### config.mk
export PLATFORM = sky130hd
export DESIGN_NAME = gf180mcu_ocd_io__bi_ctrl
export DESIGN_NICKNAME = d
export VERILOG_FILES = /design/src/rtl/gf180mcu_ocd_io_pkg.sv /design/src/rtl/gf180mcu_ocd_io__in_filt.sv /design/src/rtl/gf180mcu_ocd_io__bi_ctrl.sv
export SDC_FILE = /design/constraint.sdc
export NUM_CORES = 1
export LEC_CHECK = 0
export ABC_AREA = 1
export BUFFER_PORTS_ARGS = -buffer_cell sky130_fd_sc_hd__buf_4
export CAP_MARGIN = 25
export CORE_ASPECT_RATIO = 1.5
export CORE_MARGIN = 4
export CORE_UTILIZATION = 50
export DETAILED_ROUTE_END_ITERATION = 16
export HOLD_SLACK_MARGIN = 0.08
export PLACE_DENSITY = 0.73
export SLEW_MARGIN = 10
export SYNTH_ARGS = -nofsm -noshare
export SYNTH_HDL_FRONTEND = slang
export SYNTH_HIERARCHICAL = 1
export SYNTH_SLANG_ARGS = --single-unit
export TNS_END_PERCENT = 1
### constraint.sdc
create_clock -name clk -period 1.34 [get_ports clk]
set_input_delay 0.134 -clock clk [delete_from_list [all_inputs] [get_ports clk]]
set_output_delay 0.134 -clock clk [all_outputs]
set_load 0.02 [all_outputs]
### src/rtl/gf180mcu_ocd_io_pkg.sv
// Shared definitions for the gf180mcu_ocd_io bidirectional pad bank controller.
//   - bit positions inside the per-pad config byte
//   - reset value of every config byte (pulled down, everything else off)
//   - commit sequencer states
//   - packed view of a config byte and the PU/PD conflict resolver
package gf180mcu_ocd_io_pkg;

  localparam int CFG_OE    = 0;
  localparam int CFG_IE    = 1;
  localparam int CFG_PU    = 2;
  localparam int CFG_PD    = 3;
  localparam int CFG_CS    = 4;
  localparam int CFG_SL    = 5;
  localparam int CFG_PDRV0 = 6;
  localparam int CFG_PDRV1 = 7;

  localparam logic [7:0] CFG_RST = 8'h08;

  typedef enum logic [2:0] {
    IDLE,
    QUIESCE,
    APPLY,
    ENABLE,
    DONE
  } bi_state_e;

  // Field order mirrors the byte layout: oe is bit 0, pdrv1 is bit 7.
  typedef struct packed {
    logic pdrv1;
    logic pdrv0;
    logic sl;
    logic cs;
    logic pd;
    logic pu;
    logic ie;
    logic oe;
  } pad_cfg_t;

  // Pull-up and pull-down together would fight in the pad; pull-up wins.
  function automatic logic [7:0] cfg_sanitize(input logic [7:0] w);
    logic [7:0] r;
    r = w;
    if (w[CFG_PU] && w[CFG_PD]) r[CFG_PD] = 1'b0;
    return r;
  endfunction

endpackage

### src/rtl/gf180mcu_ocd_io__in_filt.sv
// Single-bit input conditioner: SYNC_STAGES-flop synchroniser followed by a
// persistence filter. q only follows the synchronised value once it has
// differed from q for FILT_LEN consecutive cycles; FILT_LEN=1 makes q a plain
// one-cycle-delayed copy of the synchroniser output.
// Ports:
//   clk, rst_n : bank clock, async active-low reset
//   d          : asynchronous input (already gated by IE)
//   q          : filtered, clock-domain-safe output
module gf180mcu_ocd_io__in_filt #(
  parameter int SYNC_STAGES = 2,
  parameter int FILT_LEN    = 4
) (
  input  logic clk,
  input  logic rst_n,
  input  logic d,
  output logic q
);

  localparam int CW = (FILT_LEN > 1) ? $clog2(FILT_LEN) : 1;

  logic [SYNC_STAGES-1:0] sync_pipe;
  logic [CW-1:0]          cnt;
  logic                   s;

  assign s = sync_pipe[SYNC_STAGES-1];

  always_ff @(posedge clk or negedge rst_n) begin
    if (!rst_n) sync_pipe <= '0;
    else        sync_pipe <= {sync_pipe[SYNC_STAGES-2:0], d};
  end

  // The counter tracks how long s has disagreed with q. The edge that would
  // take it to FILT_LEN flips q instead, and the count restarts.
  always_ff @(posedge clk or negedge rst_n) begin
    if (!rst_n) begin
      cnt <= '0;
      q   <= 1'b0;
    end else if (s == q) begin
      cnt <= '0;
    end else if (cnt == CW'(FILT_LEN - 1)) begin
      cnt <= '0;
      q   <= s;
    end else begin
      cnt <= cnt + 1'b1;
    end
  end

endmodule

### src/rtl/gf180mcu_ocd_io__bi_ctrl.sv
// Core-side controller for a bank of NPADS bidirectional bi_t pad cells.
// Per-pad config is written into shadow registers and moved into the active
// registers by a commit sequence that keeps OE low on every pad being
// reconfigured until its pulls/drive/slew are already at their new values.
// Ports:
//   clk, rst_n          : bank clock, async active-low reset
//   cfg_we/addr/wdata   : shadow write port (ignored while busy or out of range)
//   cfg_rdata           : registered shadow readback at cfg_addr
//   commit, busy, done  : apply request, sequence active, completion pulse
//   core_a -> pad_a     : output data, combinational pass-through
//   pad_y -> core_y     : IE-gated, synchronised, filtered input data
//   pad_oe..pad_pdrv1   : per-pad config to the pad cells
module gf180mcu_ocd_io__bi_ctrl
  import gf180mcu_ocd_io_pkg::*;
#(
  parameter int NPADS       = 8,
  parameter int SYNC_STAGES = 2,
  parameter int FILT_LEN    = 4,
  parameter int QUIESCE_CYC = 2,
  parameter int AW          = (NPADS > 1) ? $clog2(NPADS) : 1
) (
  input  logic             clk,
  input  logic             rst_n,
  input  logic             cfg_we,
  input  logic [AW-1:0]    cfg_addr,
  input  logic [7:0]       cfg_wdata,
  output logic [7:0]       cfg_rdata,
  input  logic             commit,
  output logic             busy,
  output logic             done,
  input  logic [NPADS-1:0] core_a,
  output logic [NPADS-1:0] core_y,
  output logic [NPADS-1:0] pad_a,
  output logic [NPADS-1:0] pad_oe,
  output logic [NPADS-1:0] pad_ie,
  output logic [NPADS-1:0] pad_pu,
  output logic [NPADS-1:0] pad_pd,
  output logic [NPADS-1:0] pad_cs,
  output logic [NPADS-1:0] pad_sl,
  output logic [NPADS-1:0] pad_pdrv0,
  output logic [NPADS-1:0] pad_pdrv1,
  input  logic [NPADS-1:0] pad_y
);

  logic [NPADS-1:0][7:0] shadow;
  logic [NPADS-1:0][7:0] active;
  logic [NPADS-1:0]      chg;
  logic [3:0]            qcnt;
  bi_state_e             state, nstate;
  logic                  in_range, wr_en, force_oe, start;
  logic [7:0]            wbyte, rd_next;

  assign in_range = (32'(cfg_addr) < 32'(NPADS));
  assign busy     = (state != IDLE);
  assign done     = (state == DONE);
  assign wr_en    = cfg_we & ~busy & in_range;
  assign start    = (state == IDLE) & commit;
  assign wbyte    = cfg_sanitize(cfg_wdata);
  // OE stays forced until the edge that loads the new OE, so a pad never
  // drives while its other settings are still in flux.
  assign force_oe = (state == QUIESCE) | (state == APPLY) | (state == ENABLE);

  // ---------------- shadow registers + readback
  always_ff @(posedge clk or negedge rst_n) begin
    if (!rst_n)     shadow <= {NPADS{CFG_RST}};
    else if (wr_en) shadow[cfg_addr] <= wbyte;
  end

  // Bypass the write data so the new byte is visible right after the write edge.
  always_comb begin
    rd_next = '0;
    if (in_range) rd_next = wr_en ? wbyte : shadow[cfg_addr];
  end

  always_ff @(posedge clk or negedge rst_n) begin
    if (!rst_n) cfg_rdata <= '0;
    else        cfg_rdata <= rd_next;
  end

  // ---------------- commit sequencer
  always_ff @(posedge clk or negedge rst_n) begin
    if (!rst_n) state <= IDLE;
    else        state <= nstate;
  end

  always_comb begin
    nstate = state;
    case (state)
      IDLE:    if (commit) nstate = QUIESCE;
      QUIESCE: if (qcnt == 4'(QUIESCE_CYC - 1)) nstate = APPLY;
      APPLY:   nstate = ENABLE;
      ENABLE:  nstate = DONE;
      DONE:    nstate = IDLE;
      default: nstate = IDLE;
    endcase
  end

  // Changing-pad mask is frozen at commit; shadows cannot move while busy,
  // so it stays consistent with what APPLY/ENABLE will load.
  always_ff @(posedge clk or negedge rst_n) begin
    if (!rst_n) begin
      qcnt <= '0;
      chg  <= '0;
    end else if (start) begin
      qcnt <= '0;
      for (int i = 0; i < NPADS; i++) chg[i] <= (shadow[i] != active[i]);
    end else if (state == QUIESCE) begin
      qcnt <= qcnt + 4'd1;
    end
  end

  // Non-OE bits land one cycle ahead of OE.
  always_ff @(posedge clk or negedge rst_n) begin
    if (!rst_n) begin
      active <= {NPADS{CFG_RST}};
    end else begin
      for (int i = 0; i < NPADS; i++) begin
        if (chg[i] && state == APPLY)
          active[i][CFG_PDRV1:CFG_IE] <= shadow[i][CFG_PDRV1:CFG_IE];
        if (chg[i] && state == ENABLE)
          active[i][CFG_OE] <= shadow[i][CFG_OE];
      end
    end
  end

  // ---------------- per-pad fan-out and input conditioning
  assign pad_a = core_a;

  for (genvar i = 0; i < NPADS; i++) begin : g_pad
    pad_cfg_t ac;
    assign ac           = pad_cfg_t'(active[i]);
    assign pad_oe[i]    = ac.oe & ~(force_oe & chg[i]);
    assign pad_ie[i]    = ac.ie;
    assign pad_pu[i]    = ac.pu;
    assign pad_pd[i]    = ac.pd;
    assign pad_cs[i]    = ac.cs;
    assign pad_sl[i]    = ac.sl;
    assign pad_pdrv0[i] = ac.pdrv0;
    assign pad_pdrv1[i] = ac.pdrv1;

    gf180mcu_ocd_io__in_filt #(
      .SYNC_STAGES (SYNC_STAGES),
      .FILT_LEN    (FILT_LEN)
    ) u_filt (
      .clk   (clk),
      .rst_n (rst_n),
      .d     (pad_y[i] & ac.ie),
      .q     (core_y[i])
    );
  end

endmodule
; ---- Word-level counts from Yosys, hierarchy flattened
; Cells that the tools add are included.
[word_totals]
register_bits = 191
inputBits = 31
word_cells = 197
[op_classes]
addsub = 9
order_cmp = 2
eq_ne = 31
mux = 28
bitwise = 45
reduce_logical = 30
[ops]
columns = cell, count
row1 = bitwise mux 64 bit, 1
row2 = inequality test 8 bit, 8
row3 = 2-to-1 mux 2 bit, 16
row4 = bitwise AND 1 bit, 26
row5 = binary-select mux 8 bit (select 3 bit), 1
row6 = demux 8 bit (select 3 bit), 1
row7 = 2-to-1 mux 8 bit, 3
row8 = logical AND 1 bit, 18
row9 = AND reduction 2 bit, 9
row10 = NOT 1 bit, 17
row11 = adder 2 x 1 -> 2 bit (second input constant), 8
row12 = == test 2 bit (second input constant), 8
row13 = case mux 3 bit (4 select lines), 1
row14 = == test 1 bit, 8
row15 = 2-to-1 mux 4 bit, 2
row16 = == test 3 x 2 -> 1 bit (second input constant), 2
row17 = 2-to-1 mux 3 bit, 2
row18 = adder 4 x 1 -> 4 bit (second input constant), 1
row19 = == test 4 x 1 -> 1 bit (second input constant), 1
row20 = less-than comparator 3 x 4 -> 1 bit (second input constant), 1
row21 = == test 3 x 1 -> 1 bit (second input constant), 1
row22 = == test 3 bit (second input constant), 1
row23 = greater-or-equal comparator 3 x 1 -> 1 bit (second input constant), 1
row24 = logical NOT 3 bit, 1
row25 = other kinds (6), 7

; ---- Logic depth before layout (Yosys ltp)
; Gate-level depths: netlist of run 1.
[depth]
ltp_word = 6
mapped_depth = 11

; ---- Modules after synthesis
; Netlist of run 1, hierarchy kept.
[by_module_without_submodules]
columns = module, instances, cells_per_inst, area_per_inst_um2
row1 = gf180mcu_ocd_io__bi_ctrl, 1, 1117, 8294.2
row2 = gf180mcu_ocd_io__in_filt, 8, 17, 182.7

; ---- Worst setup path before layout of run 1
; OpenSTA, ideal clock, no wires.
[synth_timing]
path_kind = register to register
from = register state[2]
to = register shadow[0] (netlist bit)
setup_time_ns = 0.126
arrival_ns = 1.345
required_ns = 1.214
setup_slack_ns = -0.131
path_stages_with_launch = 9
synth_period_minus_slack_ns = 1.471
path_cell_list = dfrtp_1 > nor2_2 > nand2_2 > inv_2 > nand2_8 > buf_12 > nor2_8 > buf_8 > o21ai_0
[synth_via]
elab_chain_len = 3
[synth_lines]
columns = item, line
row1 = start: declaration, gf180mcu_ocd_io__bi_ctrl.sv:49  ; bi_state_e state, nstate;
row2 = start signal: assignment, gf180mcu_ocd_io__bi_ctrl.sv:83  ; else state <= nstate;
row3 = nonzero test 3 bit, gf180mcu_ocd_io__bi_ctrl.sv:54  ; assign busy = (state != IDLE);
row4 = net busy, gf180mcu_ocd_io__bi_ctrl.sv:29  ; output logic busy,
row5 = NOT 1 bit, gf180mcu_ocd_io__bi_ctrl.sv:56  ; assign wr_en = cfg_we & ~busy & in_range;
row6 = bitwise AND 1 bit, gf180mcu_ocd_io__bi_ctrl.sv:56
row7 = end signal: assignment, gf180mcu_ocd_io__bi_ctrl.sv:65  ; if (!rst_n) shadow <= {NPADS{CFG_RST}};
row8 = end signal: indexed assignment, gf180mcu_ocd_io__bi_ctrl.sv:66  ; else if (wr_en) shadow[cfg_addr] <= wbyte;
row9 = end: declaration, gf180mcu_ocd_io__bi_ctrl.sv:45  ; logic [NPADS-1:0][7:0] shadow;
; The timed path passes the listed nets, and every way through them passes these cells.
; A chain may end at the register's enable or synchronous reset.

; ---- Worst setup path in the final report of run 1
[layout_timing]
from = register state[0]
to = output port pad_oe[5]
[layout_via]
elab_chain_len = 6
elab_cells_between_ends = 8
cone_classes = 3 x eq/ne / 5 x bitwise
[layout_lines]
columns = item, line
row1 = == test 3 x 1 -> 1 bit / == test 3 x 2 -> 1 bit (equally long branches), gf180mcu_ocd_io__bi_ctrl.sv:61  ; assign force_oe = (state == QUIESCE) | (state == APPLY) | (state == ENABLE);
row2 = bitwise OR 1 bit, gf180mcu_ocd_io__bi_ctrl.sv:61
row3 = bitwise OR 1 bit *, gf180mcu_ocd_io__bi_ctrl.sv:61
row4 = bitwise AND 1 bit *, gf180mcu_ocd_io__bi_ctrl.sv:132  ; assign pad_oe[i] = ac.oe & ~(force_oe & chg[i]);
row5 = NOT 1 bit *, gf180mcu_ocd_io__bi_ctrl.sv:132
row6 = bitwise AND 1 bit *, gf180mcu_ocd_io__bi_ctrl.sv:132
row7 = end: declaration, gf180mcu_ocd_io__bi_ctrl.sv:34  ; output logic [NPADS-1:0] pad_oe,
; Mark *: on every way between the ends. The rest lies on a longest branch, timed or not.

==> results of run 1 <==
==> worst max-delay path by stage <==
stage / startpoint / end / slack [ns] / depth (start not counted)
final: state[0]$_DFFE_PN0P_ / pad_oe[5] / -0.27 / 7
after global routing: state[2]$_DFFE_PN0P_ / pad_oe[5] / -0.32 / 6
after CTS: state[1]$_DFFE_PN0P_ / pad_oe[4] / -0.29 / 7
after detailed placement: state[0]$_DFFE_PN0P_ / chg[4]$_DFFE_PN0P_ / -0.17 / 8
after global placement: state[0]$_DFFE_PN0P_ / chg[7]$_DFFE_PN0P_ / -0.09 / 8
after floorplan: state[2]$_DFFE_PN0P_ / shadow[0]$_DFFE_PN0P_ / -0.10 / 8
==> kinds of logic after synthesis <==
kind of cell	Yosys count
buffers and inverters	265
AO/OA/AOI/OAI	147
flip-flops	191
XOR/XNOR	36
AND/OR/NAND/NOR	604
adder cells (fa/ha/maj)	10
==> state kept, by name, indices dropped and copies added, names as in the netlist <==
name and flops:
g_pad.ac 64, shadow 64, g_pad.u_filt/cnt 16, g_pad.u_filt/sync_pipe 16, cfg_rdata 8, chg 8
g_pad.u_filt/q 8, qcnt 4, state 3
==> through the flow <==
step / util [%] / instance area [µm²]
floorplan: - / 9760
global placement: 55.6 / 10700
detailed placement: 55.6 / 10700
CTS: 60.7 / 11600
global route: 61.3 / 11700
finish: 61.3 / 11700
==> cells in the mapped netlist <==
cell	count
nand3_1	20
inv_1	160
nor2_2	1
o21ai_0	140
nor2_8	1
clkbuf_1	9
inv_2	1
xor2_1	26
dfrtp_1	175
o21ai_2	2
buf_8	1
ha_1	10
nor2_4	7
nor2_1	61
buf_6	8
a21oi_1	1
buf_4	66
nor3_1	1
nand2_2	1
o22ai_1	1
buf_1	1
a22oi_1	1
clkinv_1	2
nor3_2	2
o21ai_1	1
or2_0	8
nand2_1	501
o21bai_1	1
buf_2	16
dfstp_2	16
nand2_8	1
xnor2_1	10
buf_12	1
==> metal layers <==
metal / GRT usage [%] / routed length (µm)
met1: 28.2 / 9700
met5: 0 / 0
met3: 3.95 / 1130
met2: 41.0 / 12700
met4: 8.31 / 544
==> cells in the final DEF, fill, tap and decap left out, types with 2 or more instances in the layout <==
master	synthesis	routed
clkbuf_1	9	2
xnor2_1	10	10
nand2_2	1	5
o21ai_2	2	10
o21ai_0	140	98
dfrtp_1	175	175
o21ai_4	0	4
or2_0	8	8
nor3_4	0	2
nand2_4	0	4
nand2_1	501	494
nor2_1	61	59
buf_12	1	13
o21ai_1	1	31
xor2_1	26	26
ha_1	10	10
clkinvlp_4	0	2
buf_4	66	129
inv_6	0	4
dfstp_2	16	16
inv_2	1	11
clkbuf_8	0	2
nand3_1	20	20
dlygate4sd3_1	0	17
buf_6	8	14
clkbuf_16	0	17
bufinv_16	0	6
inv_1	160	150
nor2_4	7	9
==> worst max-delay path, stage by stage (launching register included) <==
cell and delay, ns:
dfrtp_1 0.36, inv_2 0.05, nand2_2 0.09, nand2_4 0.06, buf_6 0.14, o21ai_4 0.17
inv_2 0.05, buf_6 0.12
==> area by class of cell <==
type                       instances  share of cell area, %
clock inverter                    12                   1.96
inverter                         163                   5.26
timing repair buffer             174                   13.4
clock buffer                      20                   3.81
sequential                       191                   40.9
multi-input combinational        798                   32.0
tap                              256                   2.73
==> what timing repair did <==
action,4_1_cts,5_1_grt
pin swaps,7,8
gates resized for setup,51,48
endpoints found under the setup margin,149,160
endpoints found under the hold margin,242,0
hold buffers,17,0
gates cloned,0,1
buffers inserted,3,2
==> power groups by stage <==
stage / Sequential (µW) / Clock, µW / Combinational [µW]
4_1_cts: 10700 / 5920 / 11400
3_5_place_dp: 10800 / 0 / 10900
5_1_grt: 11100 / 6150 / 13000
2_1_floorplan: 10300 / 0 / 8050
3_3_place_gp: 10700 / 0 / 10600
6_report: 10800 / 5810 / 11600
==> impl_metrics.csv, run 1 <==
group,metric,value,unit
clock_tree,cts-buffers-inserted,17,
placed_design,gp_routability_congestion,0.867,
yosys,synth-xor-area-share,3.23,%
clock_tree,path_clk_slew,0.07,ns
worst_hold_path,whs_path_depth,4,
timing,fin_ws,-0.273,ns
route,num_vias,7887,
placed_design,io_buffers,104,
yosys,synth_nets,1294,
flow_run,drv_cap,0,
power,p_switching,11400,µW
route,postRouteWirelength,24100,µm
power,ir_drop,1.22,mV
route,drc,0,
timing,fmax,620,MHz
die,num_rows,62,
setup_path,crit_fanout,3,
global_routing,track_usage,23.1,%
die,die_area,21900,µm²
outcome,failed_checks,"setup timing",
power,sequentialPowerShare,38.2,%
die,design.portCount,121,
yosys,synth-adder-area-share,1.28,%
clock_tree,cts_tree,"built",
yosys,synth_top_area_share,44.9,%
route,ant_nets,0,
finish,stdcell_count,1614,
power,clkPwrFrac,20.6,%
timing,hold_violations,0,
yosys,avgSynthCellArea,7.79,µm²
timing,finalSetupViolations,156,
power,p_int,16800,µW
finish,area_growth,20.3,%
setup_path,rr_startpoint,"state[1]$_DFFE_PN0P_",
outcome,outcome,"complete, but fails checks",
timing,fin_worst_skew,0.00824,ns
setup_path,r2r_slack,-0.23,ns
timing,rsz0062_at_grt,"yes",
timing,setup_tns,-21.32,ns
finish,fillers,1670,
clock_tree,clk_latency,0.44,ns
setup_path,worstSetupStartpointType,"flip-flop",
route,vias_per_cell,4.89,
yosys,yosys.area.top_type,"dfrtp_1",
finish,multi_input_area,3750,µm²
global_routing,overflow,0,
setup_path,path_class,"reg -> out",
power,sw_frac_of_total,40.5,%
route,drt_iter0_markers,559,
power,p_per_area,2400,nW/µm²
yosys,synth_top_family_by_area,"simple AND/OR/NAND/NOR gates",
setup_path,cp-end-kind,"primary output",
yosys,syn-cell-area,9760,µm²
power,pwr-share-comb,41.2,%
placed_design,hpwlAfterDp,17000,µm
placed_design,post-place-ws,-0.167,ns
route,wire_per_inst,14.9,µm
yosys,syn_inst,1253,
finish,nNetsFinal,1386,
clock_tree,clock_sinks,191,
setup_path,rr_worst_depth,8,
route,drt-pass1-iter-count,5,
global_routing,grt_pass1_vias,7742,
finish,num_antenna_cells,0,
worst_hold_path,hp-class,"in -> reg",
setup_path,crit_required,1.21,ns
die,die_y,179,µm
setup_path,arrival,1.48,ns
global_routing,grt_pass1_wl,38800,µm
yosys,synthMuxAreaShare,0,%
die,chipWidth,122,µm
clock_tree,htree_num_levels,4,
worst_hold_path,hold_end,"cfg_rdata[2]$_DFF_PN0_",
yosys,synth_compound_area_share,7.68,%
finish,regArea,4800,µm²
finish,drive_gt1_share,18.6,%
yosys,ys_types,33,
yosys,ys_ff_latch,191,
die,core-area,19200,µm²
yosys,synth_seq_area_share,49.2,%
clock_tree,root_buffer,"clkbuf_16",
worst_hold_path,worst_hold_startpoint,"cfg_we",
die,initial_core_util,50.9,%
power,leakage,0.00619,µW
global_routing,antenna_found_initial,0,
power,p_total,28200,µW
yosys,ys.warnings.count,6,
timing,period_share,120,%
yosys,yosys.area_share.simple,24.8,%
clock_tree,clk_path_buf_depth,2,
timing,final_max_slew_viol_count,0,
timing,tightest_slew,0.345,ns
timing,maxSlewHeadroom,77.0,%
setup_path,r2r-end,"g_pad[5].ac[7]$_DFFE_PN0P_",
global_routing,grt_max_degree,38,
yosys,synth_area_leaders,"dfrtp_1, nand2_1, o21ai_0",
timing,fin_hold_ws,0.156,ns
placed_design,dpl.cell_count,1561,
timing,fin_crit,1.61,ns
Note: power is estimated with default switching activity, not from simulation.
==> run 2, diff against run 1 <==
--- a/config.mk
+++ b/config.mk
@@ -10,11 +10,12 @@
 export CAP_MARGIN = 25
 export CORE_ASPECT_RATIO = 1.5
 export CORE_MARGIN = 4
-export CORE_UTILIZATION = 50
+export CORE_UTILIZATION = 53
 export DETAILED_ROUTE_END_ITERATION = 16
 export HOLD_SLACK_MARGIN = 0.08
-export PLACE_DENSITY = 0.73
-export SLEW_MARGIN = 10
+export PLACE_DENSITY = 0.77
+export RECOVER_POWER = 100
+export SLEW_MARGIN = 20
 export SYNTH_ARGS = -nofsm -noshare
 export SYNTH_HDL_FRONTEND = slang
 export SYNTH_HIERARCHICAL = 1
==> run 2 against run 1 <==
  * The run still ends with setup timing left
  * Combinational power fell by 7%
  * Global-route usage rose by 0.16 points
  * Design area fell by 4.9%
  * Wire length fell by 1.6%
  * Worst hold slack improved by 0.031 ns
  * Die area fell by 5.4%
  * Register-to-register slack barely moved
  * Sequential power barely moved
  * Critical path type unchanged
==> impl_metrics.csv, run 2 (synthesis results as in run 1) <==
group,metric,value,unit
timing,finalSetupViolations,154,
timing,rsz0062_at_grt,"yes",
timing,fin_ws,-0.293,ns
clock_tree,htree_num_levels,4,
power,clkPwrFrac,18.9,%
timing,maxSlewHeadroom,62.6,%
global_routing,grt_max_degree,59,
route,postRouteWirelength,23700,µm
global_routing,antenna_found_initial,0,
timing,fin_hold_ws,0.187,ns
setup_path,path_class,"reg -> out",
route,ant_nets,0,
power,sw_frac_of_total,43.3,%
clock_tree,cts_tree,"built",
finish,area_growth,14.4,%
global_routing,grt_pass1_vias,7787,
finish,drive_gt1_share,13.5,%
timing,period_share,122,%
route,vias_per_cell,5.03,
setup_path,cp-end-kind,"primary output",
timing,fin_crit,1.63,ns
setup_path,crit_fanout,4,
flow_run,drv_cap,0,
die,chipWidth,119,µm
outcome,outcome,"complete, but fails checks",
clock_tree,path_clk_slew,0.07,ns
clock_tree,clock_sinks,191,
finish,fillers,1593,
route,wire_per_inst,15.1,µm
timing,fmax,613,MHz
timing,hold_violations,0,
placed_design,io_buffers,104,
die,design.portCount,121,
power,p_total,26600,µW
finish,mostFrequentLayoutCell,"nand2_1",
outcome,failed_checks,"setup timing",
route,drc,0,
die,initial_core_util,54.1,%
global_routing,overflow,0,
placed_design,gp_routability_congestion,0.852,
setup_path,worstSetupStartpointType,"flip-flop",
power,ir_drop,0.993,mV
global_routing,grt_pass1_wl,38500,µm
finish,nNetsFinal,1378,
route,num_vias,7876,
power,pwr-share-comb,40.8,%
die,core-area,18000,µm²
die,die_area,20700,µm²
setup_path,crit_required,1.21,ns
power,p_per_area,2380,nW/µm²
clock_tree,root_buffer,"clkbuf_16",
die,num_rows,60,
power,leakage,0.00584,µW
finish,num_antenna_cells,0,
placed_design,dpl-instance-area,10500,µm²
route,drt-pass1-iter-count,5,
route,drt_iter0_markers,654,
timing,tightest_slew,0.561,ns
clock_tree,cts-buffers-inserted,17,
power,sequentialPowerShare,40.4,%
clock_tree,clk_latency,0.44,ns
finish,stdcell_area,11200,µm²
global_routing,track_usage,23.3,%
finish,mostFrequentLayoutCells,"nand2_1, dfrtp_1, inv_1",
placed_design,hpwlAfterDp,16600,µm
die,die_y,174,µm
power,p_switching,11500,µW
timing,final_max_slew_viol_count,0,
timing,fin_worst_skew,0.0147,ns
clock_tree,clk_path_buf_depth,2,
worst_hold_path,hp-class,"in -> reg",
power,p_int,15100,µW
setup_path,arrival,1.50,ns
## run 2: area by class of cell
class / count / area [µm²] / area share, %
clock buffers: 19 / 433 / 3.88
clock inverters: 13 / 146 / 1.31
inverters: 163 / 614 / 5.51
multi-input cells: 797 / 3740 / 33.5
flip-flops and latches: 191 / 4800 / 43.0
well taps: 217 / 272 / 2.43
repair buffers: 167 / 1150 / 10.3
## run 2: metrics by stage
stage          util (%)  setup TNS (ns)  worst slack (ns)  std cells
2_1_floorplan         -           -3.09            -0.103       1253
3_3_place_gp       58.2           -4.10           -0.0700       1515
3_5_place_dp       58.2           -8.40            -0.117       1515
4_1_cts            62.8          -22.36            -0.267       1565
5_1_grt            61.9          -35.89            -0.336       1567
6_report           61.9          -25.26            -0.293       1567
## run 2: repair_timing
action | in CTS | in global routing
gates resized for setup | 35 | 50
gates cloned | 0 | 0
hold buffers | 17 | 0
setup buffers | 2 | 2
endpoints found under the hold margin | 240 | 0
setup endpoints to repair | 150 | 160
pin swaps | 4 | 10
## run 2: worst max-delay path: stages, from the launching register on
cell	delay [ns]
dfrtp_1	0.37
inv_2	0.07
nand2_4	0.08
nand2_4	0.06
buf_12	0.15
o21ai_4	0.17
inv_2	0.05
buf_6	0.12
## run 2: path summary, 6_finish.rpt
path,start,to,slack (ns),cells after the start
hold reg to reg,g_pad[7].u_filt/sync_pipe[0]$_DFF_PN0_,g_pad[7].u_filt/sync_pipe[1]$_DFF_PN0_,0.35,0
min in group asynchronous,rst_n,g_pad[4].ac[4]$_DFFE_PN0P_,0.22,2
setup reg to reg,state[0]$_DFFE_PN0P_,shadow[49]$_DFFE_PN0P_,-0.23,7
max in group asynchronous,rst_n,shadow[3]$_DFFE_PN1P_,0.16,3
setup / recovery,state[0]$_DFFE_PN0P_,pad_oe[5],-0.29,7
hold / removal,cfg_addr[2],shadow[43]$_DFFE_PN1P_,0.19,5
## run 2: routing by layer
layer  up-vias  GRT usage, %  part of all wire (%)
met3        60          3.84                   4.6
met2       222          40.5                    51
met1      3709          28.4                    41
met5         -             0                     0
met4         0          10.2                   3.4
li1       3885             -                     -
## run 2: power by group through the flow
stage	clock network [µW]	logic [µW]	registers, µW
after floorplan	0	8050	10300
after global routing	5320	12200	11100
after global placement	0	10500	10700
final	5010	10800	10700
after CTS	5080	11200	10700
after detailed placement	0	10800	10800
